--- src/rtl/rng_lfsr_gen.sv ---
// -----------------------------------------------------------------------------
// rng_lfsr_gen
//   Parametrised pseudo-random sample source built on a Galois LFSR. The seed
//   can be reloaded at run time. Samples can be limited to [0, limit-1] by
//   rejection sampling. Samples leave through a one-entry valid/ready output
//   slot.
//
// Handshake: a sample transfers on a rising edge where out_valid & out_ready.
//   While out_valid is high and out_ready is low, out, out_valid and state all
//   hold. out_valid never depends combinationally on out_ready.
//
// Parameters
//   WIDTH  LFSR state width (>= OUT_W, >= 3)
//   TAPS   Galois feedback mask
//   SEED   reset seed; it also replaces any all-zero seed load
//   OUT_W  output sample width
//
// Ports
//   clk        in   system clock, rising edge
//   rst        in   synchronous reset, active low
//   en         in   allow LFSR stepping / sample generation
//   seed_load  in   load seed_in this cycle (wins over en)
//   seed_in    in   seed value
//   limit      in   samples restricted to [0, limit-1]; 0 = full range
//   out        out  current sample
//   out_valid  out  out holds an accepted, unconsumed sample (FSM FULL)
//   out_ready  in   consumer accepts the sample
//   wrap       out  1-cycle pulse when the LFSR steps back to the last seed
//   state      out  raw LFSR state (debug)
// -----------------------------------------------------------------------------
module rng_lfsr_gen #(
    parameter int unsigned           WIDTH = 16,
    parameter logic [WIDTH-1:0]      TAPS  = 16'hB400,
    parameter logic [WIDTH-1:0]      SEED  = 16'hACE1,
    parameter int unsigned           OUT_W = 5
) (
    input  logic             clk,
    input  logic             rst,
    input  logic             en,
    input  logic             seed_load,
    input  logic [WIDTH-1:0] seed_in,
    input  logic [OUT_W-1:0] limit,
    output logic [OUT_W-1:0] out,
    output logic             out_valid,
    input  logic             out_ready,
    output logic             wrap,
    output logic [WIDTH-1:0] state
);

    // The output slot state is the FSM; out_valid is exactly (fsm_q == FULL).
    typedef enum logic {
        EMPTY = 1'b0,
        FULL  = 1'b1
    } fsm_t;

    fsm_t             fsm_q;
    logic [WIDTH-1:0] state_q;
    logic [WIDTH-1:0] last_seed_q;
    logic [OUT_W-1:0] out_q;
    logic             wrap_q;

    logic [WIDTH-1:0] state_d;
    logic [WIDTH-1:0] seed_d;
    logic [OUT_W-1:0] cand;
    logic             slot_free;
    logic             step;
    logic             accept;
    logic             consume;

    always_comb begin
        // Galois step: shift right and fold in the taps when bit 0 leaves.
        state_d   = (state_q >> 1) ^ (state_q[0] ? TAPS : '0);
        cand      = state_d[OUT_W-1:0];
        // An all-zero state locks the LFSR, so a zero seed becomes SEED.
        seed_d    = (seed_in == '0) ? SEED : seed_in;
        consume   = (fsm_q == FULL) && out_ready;
        slot_free = (fsm_q == EMPTY) || out_ready;
        step      = en && slot_free && !seed_load;
        accept    = (limit == '0) || (cand < limit);
    end

    always_ff @(posedge clk) begin
        if (!rst) begin
            fsm_q       <= EMPTY;
            state_q     <= SEED;
            last_seed_q <= SEED;
            out_q       <= '0;
            wrap_q      <= 1'b0;
        end else if (seed_load) begin
            // Any held sample is dropped; out keeps its last value.
            fsm_q       <= EMPTY;
            state_q     <= seed_d;
            last_seed_q <= seed_d;
            wrap_q      <= 1'b0;
        end else if (step) begin
            state_q <= state_d;
            wrap_q  <= (state_d == last_seed_q);
            if (accept) begin
                out_q <= cand;
                fsm_q <= FULL;
            end else if (consume) begin
                // Rejected candidate while the old sample leaves: slot empties.
                fsm_q <= EMPTY;
            end
        end else begin
            wrap_q <= 1'b0;
            if (consume) begin
                fsm_q <= EMPTY;
            end
        end
    end

    assign out       = out_q;
    assign out_valid = (fsm_q == FULL);
    assign wrap      = wrap_q;
    assign state     = state_q;

endmodule

--- config.mk ---
export PLATFORM = sky130hd
export DESIGN_NAME = rng_lfsr_gen
export DESIGN_NICKNAME = d
export VERILOG_FILES = /design/src/rtl/rng_lfsr_gen.sv
export SDC_FILE = /design/constraint.sdc
export NUM_CORES = 1
export LEC_CHECK = 0
export CORE_MARGIN = 3
export CORE_UTILIZATION = 53
export CTS_CLUSTER_DIAMETER = 200
export CTS_CLUSTER_SIZE = 30
export DETAILED_ROUTE_END_ITERATION = 12
export GPL_TIMING_DRIVEN = 0
export PLACE_DENSITY_LB_ADDON = 0.25
export RECOVER_POWER = 100
export SLEW_MARGIN = 20
export SYNTH_ARGS = -nofsm -noshare
export SYNTH_HDL_FRONTEND = slang
export SYNTH_SLANG_ARGS = --single-unit
--- constraint.sdc ---
create_clock -name clk -period 5.9 [get_ports clk]
set_clock_uncertainty 0.15 [all_clocks]
set_input_delay 1.475 -clock clk [delete_from_list [all_inputs] [get_ports clk]]
set_output_delay 1.475 -clock clk [all_outputs]
set_load 0.02 [all_outputs]
==> results.json, run 1 <==
{
  "tightest_slew_ns": 1.06,
  "finalCritPeriodShare_pct": 66.5,
  "post-place-cells": 315,
  "clock-root-buffer": "clkbuf_8",
  "crit_start": "seed_in[10]",
  "final_area_um2": 2570,
  "grt.overflow.total": 0,
  "path_clk_slew_ns": 0.07,
  "ant_nets": 0,
  "slew_headroom_pct": 28.8,
  "fin_nets": 306,
  "internal_power_mw": 0.426,
  "track_usage_pct": 25.4,
  "rsz0062_at_grt": "false",
  "start_kind": "input pin",
  "p_per_area_nw_per_um2": 235,
  "grt_pass1_vias": 1726,
  "synthFlopType": "dfxtp_1",
  "r2r_cells": 5,
  "hp-start": "out[2]",
  "drv_slew": 0,
  "synth_cell_types": 34,
  "dpl.hpwl_um": 3720,
  "period_needed_ns": 3.92,
  "dieArea_um2": 4490,
  "cp.required_ns": 5.97,
  "clock_path_buffers": 2,
  "routed_wl_um": 5130,
  "wl_per_cell_um": 15.9,
  "grt_max_degree": 13,
  "first_pass_iters": 4,
  "p_comb_share_pct": 21.4,
  "clk_latency_ns": 0.30,
  "placed_cell_area_um2": 2510,
  "clock-sinks": 39,
  "synth-edff-count": 0,
  "p_sw_share_pct": 29.3,
  "syn_inst": 221,
  "layout-drive-gt1-share_pct": 2.89,
  "hp-class": "reg -> reg",
  "drtIter0Drc": 146,
  "port_buffers": 48,
  "syn_avg_cell_area_um2": 8.93,
  "ys_seq_area_share_pct": 39.5,
  "p_clk_share_pct": 29.1,
  "cts.repair.resized": 0,
  "die-height_um": 67.0,
  "r2r_start": "state[5]",
  "fin_cells": 323,
  "cp.arrival_ns": 3.99,
  "routabilityCongestion": 0.894,
  "die_w_um": 67.0,
  "ys_ff_latch": 39,
  "criticalPathCategory": "in -> reg",
  "start_util_pct": 56.9,
  "status": "finished clean",
  "power_frac_seq_pct": 49.5,
  "ys_warn_count": 0,
  "path_max_fanout": 6,
  "max_freq_ghz": 0.255,
  "hold_viol_final": 0,
  "end_kind": "flop",
  "syn_to_final_growth_pct": 30.1,
  "irDropWorstVdd_mv": 0.190,
  "num_rows": 21,
  "async_flop_share_pct": 0,
  "cts_made_buffers": 5,
  "switchingPower_mw": 0.177,
  "p_leak_nw": 1.07,
  "drv_cap": 0,
  "grt_pass1_wl_um": 8290,
  "drc": 0,
  "antenna_found_initial": 0,
  "design.core.area_um2": 3470,
  "htree_levels": 2,
  "io_pins": 49,
  "cts_tree": "yes",
  "syn-cell-area_um2": 1970,
  "setup_violations": 0,
  "via_per_inst": 5.66,
  "postCtsSetupRepairBufs": 0,
  "setup_tns_ns": 0,
  "min_path_cells": 2,
  "hold_buffers": 0,
  "syn_nets": 251,
  "insertedDiodeCount": 0,
  "vias": 1829
}
-- kinds of logic after synthesis --
| logic type | count (synthesis) | share of synthesized area, % |
|---|---|---|
| multiplexers | 11 | 5.58 |
| flip-flops | 39 | 39.5 |
| AND/OR/NAND/NOR | 58 | 15.7 |
| adder cells (fa/ha/maj) | 4 | 2.53 |
| AO/OA/AOI/OAI | 67 | 23.8 |
| buffers and inverters | 23 | 4.44 |
| XOR/XNOR | 19 | 8.43 |
-- power groups by stage --
stage / Sequential (mW) / Combinational [mW] / Clock (mW)
finish: 0.298 / 0.129 / 0.175
global placement: 0.304 / 0.133 / 0
floorplan: 0.313 / 0.0664 / 0
detailed placement: 0.304 / 0.135 / 0
global route: 0.301 / 0.142 / 0.184
CTS: 0.299 / 0.137 / 0.177
-- worst paths after layout --
kind | to | slack (ns)
worst max-delay path | last_seed_q[5] | 1.98
worst min-delay path | out[2] | 0.30
worst max register to register | out[2] | 3.34
worst min register to register | out[2] | 0.30
-- through the flow --
stage / utilization (%) / hold WS (ns) / worst slack (ns) / total power, mW
floorplan: - / 0.284 / 2.88 / 0.379
global placement: 72.4 / 0.293 / 2.17 / 0.436
detailed placement: 72.4 / 0.299 / 2.16 / 0.439
CTS: 74.9 / 0.311 / 2.45 / 0.612
global route: 74.1 / 0.320 / 1.79 / 0.627
finish: 74.1 / 0.305 / 1.98 / 0.603
-- critical path, stage by stage --
cell           delay, ns
dlygate4sd3_1       0.57
or4_1               0.58
o41ai_1             0.92
o21ai_0             0.31
o21ai_0             0.15
-- routing by layer --
| metal | wire, µm | up-vias | global-route usage, % |
|---|---|---|---|
| li1 | - | 885 | - |
| met1 | 2360 | 853 | 32.8 |
| met2 | 2340 | 76 | 39.4 |
| met3 | 311 | 15 | 6.75 |
| met4 | 120 | 0 | 10.9 |
| met5 | 0 | - | 0 |
-- cell usage in the layout (no fill, tap or decap), drive strengths merged --
master and instances:
clkdlybuf4s50 22, clkinvlp 1, a21oi 5, nor4 3
xor2 13, nand2 23, inv 11, nand3 1
xnor2 6, ha 4, and2 1, or3 1
a211o 2, nand4 2, nand2b 10, o21ai 21
o211ai 3, o21bai 7, mux2i 11, o41a 1
nor2b 3, or4 4, o41ai 1, and3 7
a211oi 2, dfxtp 39, dlygate4sd3 26, a2111oi 1
a21boi 23, clkbuf 18, a22oi 1, nor2 3
clkinv 1
-- area by class of cell --
| type | count | area (µm²) |
|---|---|---|
| multi-input combinational | 159 | 1080 |
| fill | 288 | 900 |
| sequential | 39 | 781 |
| timing repair buffer | 48 | 480 |
| clock buffer | 6 | 72.6 |
| tap | 46 | 57.6 |
| buffer | 12 | 45.0 |
| inverter | 11 | 41.3 |
| clock inverter | 2 | 12.5 |
-- Yosys cell counts (2+ instances only) --
| cell | instances | area, µm² |
|---|---|---|
| a21boi_0 | 7 | 52.6 |
| a211o_1 | 2 | 17.5 |
| nand2b_1 | 10 | 62.6 |
| a21oi_1 | 5 | 25.0 |
| nor4_1 | 3 | 18.8 |
| o21bai_1 | 7 | 52.6 |
| nand4_1 | 2 | 12.5 |
| xor2_1 | 13 | 114 |
| dfxtp_1 | 39 | 781 |
| nor2_1 | 3 | 11.3 |
| ha_1 | 4 | 50.1 |
| or4_1 | 2 | 15.0 |
| o21ai_1 | 20 | 100 |
| a21boi_1 | 16 | 120 |
| o211ai_1 | 3 | 22.5 |
| and3_1 | 7 | 43.8 |
| mux2i_1 | 11 | 110 |
| inv_1 | 11 | 41.3 |
| nor2b_1 | 3 | 18.8 |
| clkbuf_1 | 11 | 41.3 |
| or4_4 | 2 | 22.5 |
| nand2_1 | 23 | 86.3 |
| xnor2_1 | 6 | 52.6 |
-- flip-flops by register name (all words and copies together) (netlist names) --
name	count
last_seed_q	16
out	5
out_valid	1
state	16
wrap	1
No activity file was read; power rests on OpenSTA's default activity.
==> run 2: changes to the inputs <==
--- a/config.mk
+++ b/config.mk
@@ -6,7 +6,7 @@
 export NUM_CORES = 1
 export LEC_CHECK = 0
 export CORE_MARGIN = 3
-export CORE_UTILIZATION = 53
+export CORE_UTILIZATION = 44
 export CTS_CLUSTER_DIAMETER = 200
 export CTS_CLUSTER_SIZE = 30
 export DETAILED_ROUTE_END_ITERATION = 12
==> constraint.sdc (replaced) <==
create_clock -name clk -period 3.6 [get_ports clk]
set_clock_uncertainty 0.15 [all_clocks]
set_input_delay 0.9 -clock clk [delete_from_list [all_inputs] [get_ports clk]]
set_output_delay 0.9 -clock clk [all_outputs]
set_load 0.02 [all_outputs]
==> results.json, run 2 (synthesis results as in run 1) <==
{
  "p_leak_nw": 1.11,
  "path_clk_slew_ns": 0.07,
  "first_pass_iters": 4,
  "start_util_pct": 47.3,
  "cts.repair.resized": 0,
  "met1_usage_pct": 29.1,
  "insertedDiodeCount": 0,
  "hold_viol_final": 0,
  "postCtsSetupRepairBufs": 0,
  "grt.overflow.total": 0,
  "drv_cap": 0,
  "r2r_start": "state[5]",
  "criticalPathCategory": "in -> reg",
  "track_usage_pct": 20.3,
  "vias": 1763,
  "io_pins": 49,
  "grt_pass1_vias": 1665,
  "via_per_inst": 5.39,
  "hp-start": "out[4]",
  "slew_headroom_pct": 58.9,
  "num_rows": 23,
  "n_fill_cell": 360,
  "seq_area_um2": 781,
  "period_needed_ns": 2.99,
  "min_path_cells": 2,
  "end_kind": "flop",
  "dieArea_um2": 5330,
  "globalRouteMet2Util_pct": 30.4,
  "htree_levels": 2,
  "syn_to_final_growth_pct": 33.2,
  "max_freq_ghz": 0.335,
  "multi_input_area_um2": 1100,
  "ant_nets": 0,
  "hold_buffers": 0,
  "final_common_cell": "dfxtp_1",
  "cp.required_ns": 3.67,
  "start_kind": "input pin",
  "grt_pass1_wl_um": 8230,
  "fin_nets": 306,
  "setup_violations": 0,
  "rrSetupSlack_ns": 1.37,
  "clock_path_buffers": 2,
  "r2r_cells": 5,
  "die-height_um": 73.0,
  "rsz0062_at_grt": "false",
  "clock-sinks": 39,
  "antenna_found_initial": 0,
  "busiest_layer": "met2",
  "port_buffers": 48,
  "final_cell_mix": "dfxtp_1, dlygate4sd3_1, nand2_1, clkdlybuf4s50_1, a21boi_0",
  "p_per_area_nw_per_um2": 409,
  "drc": 0,
  "drv_slew": 0,
  "finalCritPeriodShare_pct": 82.9,
  "design.core.area_um2": 4170,
  "grt_util_met3_pct": 4.82,
  "irDropWorstVdd_mv": 0.251,
  "setup_tns_ns": 0,
  "worst_hold_slack_ns": 0.308,
  "routabilityCongestion": 0.930,
  "status": "finished clean",
  "cp.arrival_ns": 3.06,
  "r2r_end": "out[4]",
  "layout-drive-gt1-share_pct": 3.97,
  "path_max_fanout": 5,
  "clk_latency_ns": 0.29,
  "cts_tree": "yes",
  "hp-class": "reg -> reg",
  "clock-root-buffer": "clkbuf_8",
  "wl_per_cell_um": 15.4,
  "grt_max_degree": 13,
  "routed_wl_um": 5030,
  "die_w_um": 73.0,
  "drtIter0Drc": 128,
  "tightest_slew_ns": 0.616,
  "cts_made_buffers": 5,
  "dpl.hpwl_um": 3780,
  "min_to": "out[4]"
}
run 2: how the worst max path moves through the flow:
stage             end  depth (start not counted)  slack, ns     start
5_1_grt        out[2]                          7       0.49  limit[4]
4_1_cts        out[4]                          7       0.71  limit[4]
2_1_floorplan  out[0]                          6       1.16  limit[4]
6_report       out[4]                          7       0.61  limit[4]
3_5_place_dp   out[2]                          7       0.41  limit[4]
3_3_place_gp   out[2]                          7       0.44  limit[4]
run 2: final cells by class:
class | count | share of cell area [%]
flip-flops and latches | 39 | 29.7
clock buffers | 6 | 3.14
plain buffers | 12 | 1.71
well taps | 50 | 2.38
repair buffers | 48 | 18.3
clock inverters | 2 | 1.33
inverters | 11 | 1.57
multi-input cells | 159 | 41.9
run 2: worst max-delay path, cell delays in order:
cell	delay, ns
dlygate4sd3_1	0.56
inv_1	0.05
ha_1	0.29
a211oi_1	0.24
o211ai_1	0.18
a211oi_2	0.60
mux2i_1	0.24
run 2: stage by stage:
step                total power [mW]  setup slack, ns  area [µm²]  std cells  util (%)
floorplan                      0.622             1.16        1970        221         -
global placement               0.717            0.443        2520        319      60.3
detailed placement             0.720            0.415        2520        319      60.3
CTS                             1.09            0.714        2640        327      63.1
global route                    1.13            0.492        2630        327      63.0
finish                          1.08            0.615        2630        327      63.0
run 2: where the power goes:
| part | leakage (nW) | internal (mW) | total (mW) | switching (mW) |
|---|---|---|---|---|
| combinational | 0.728 | 0.104 | 0.211 | 0.108 |
| sequential | 0.323 | 0.460 | 0.488 | 0.0276 |
| clock | 0.0612 | 0.224 | 0.377 | 0.152 |
run 2: layer usage:
layer | share of wire, % | routed length, µm | up-vias
met5 | 0 | 0 | -
met4 | 1.1 | 53 | 0
met3 | 7.8 | 390 | 4
met2 | 45 | 2260 | 65
met1 | 46 | 2320 | 805
li1 | - | - | 889
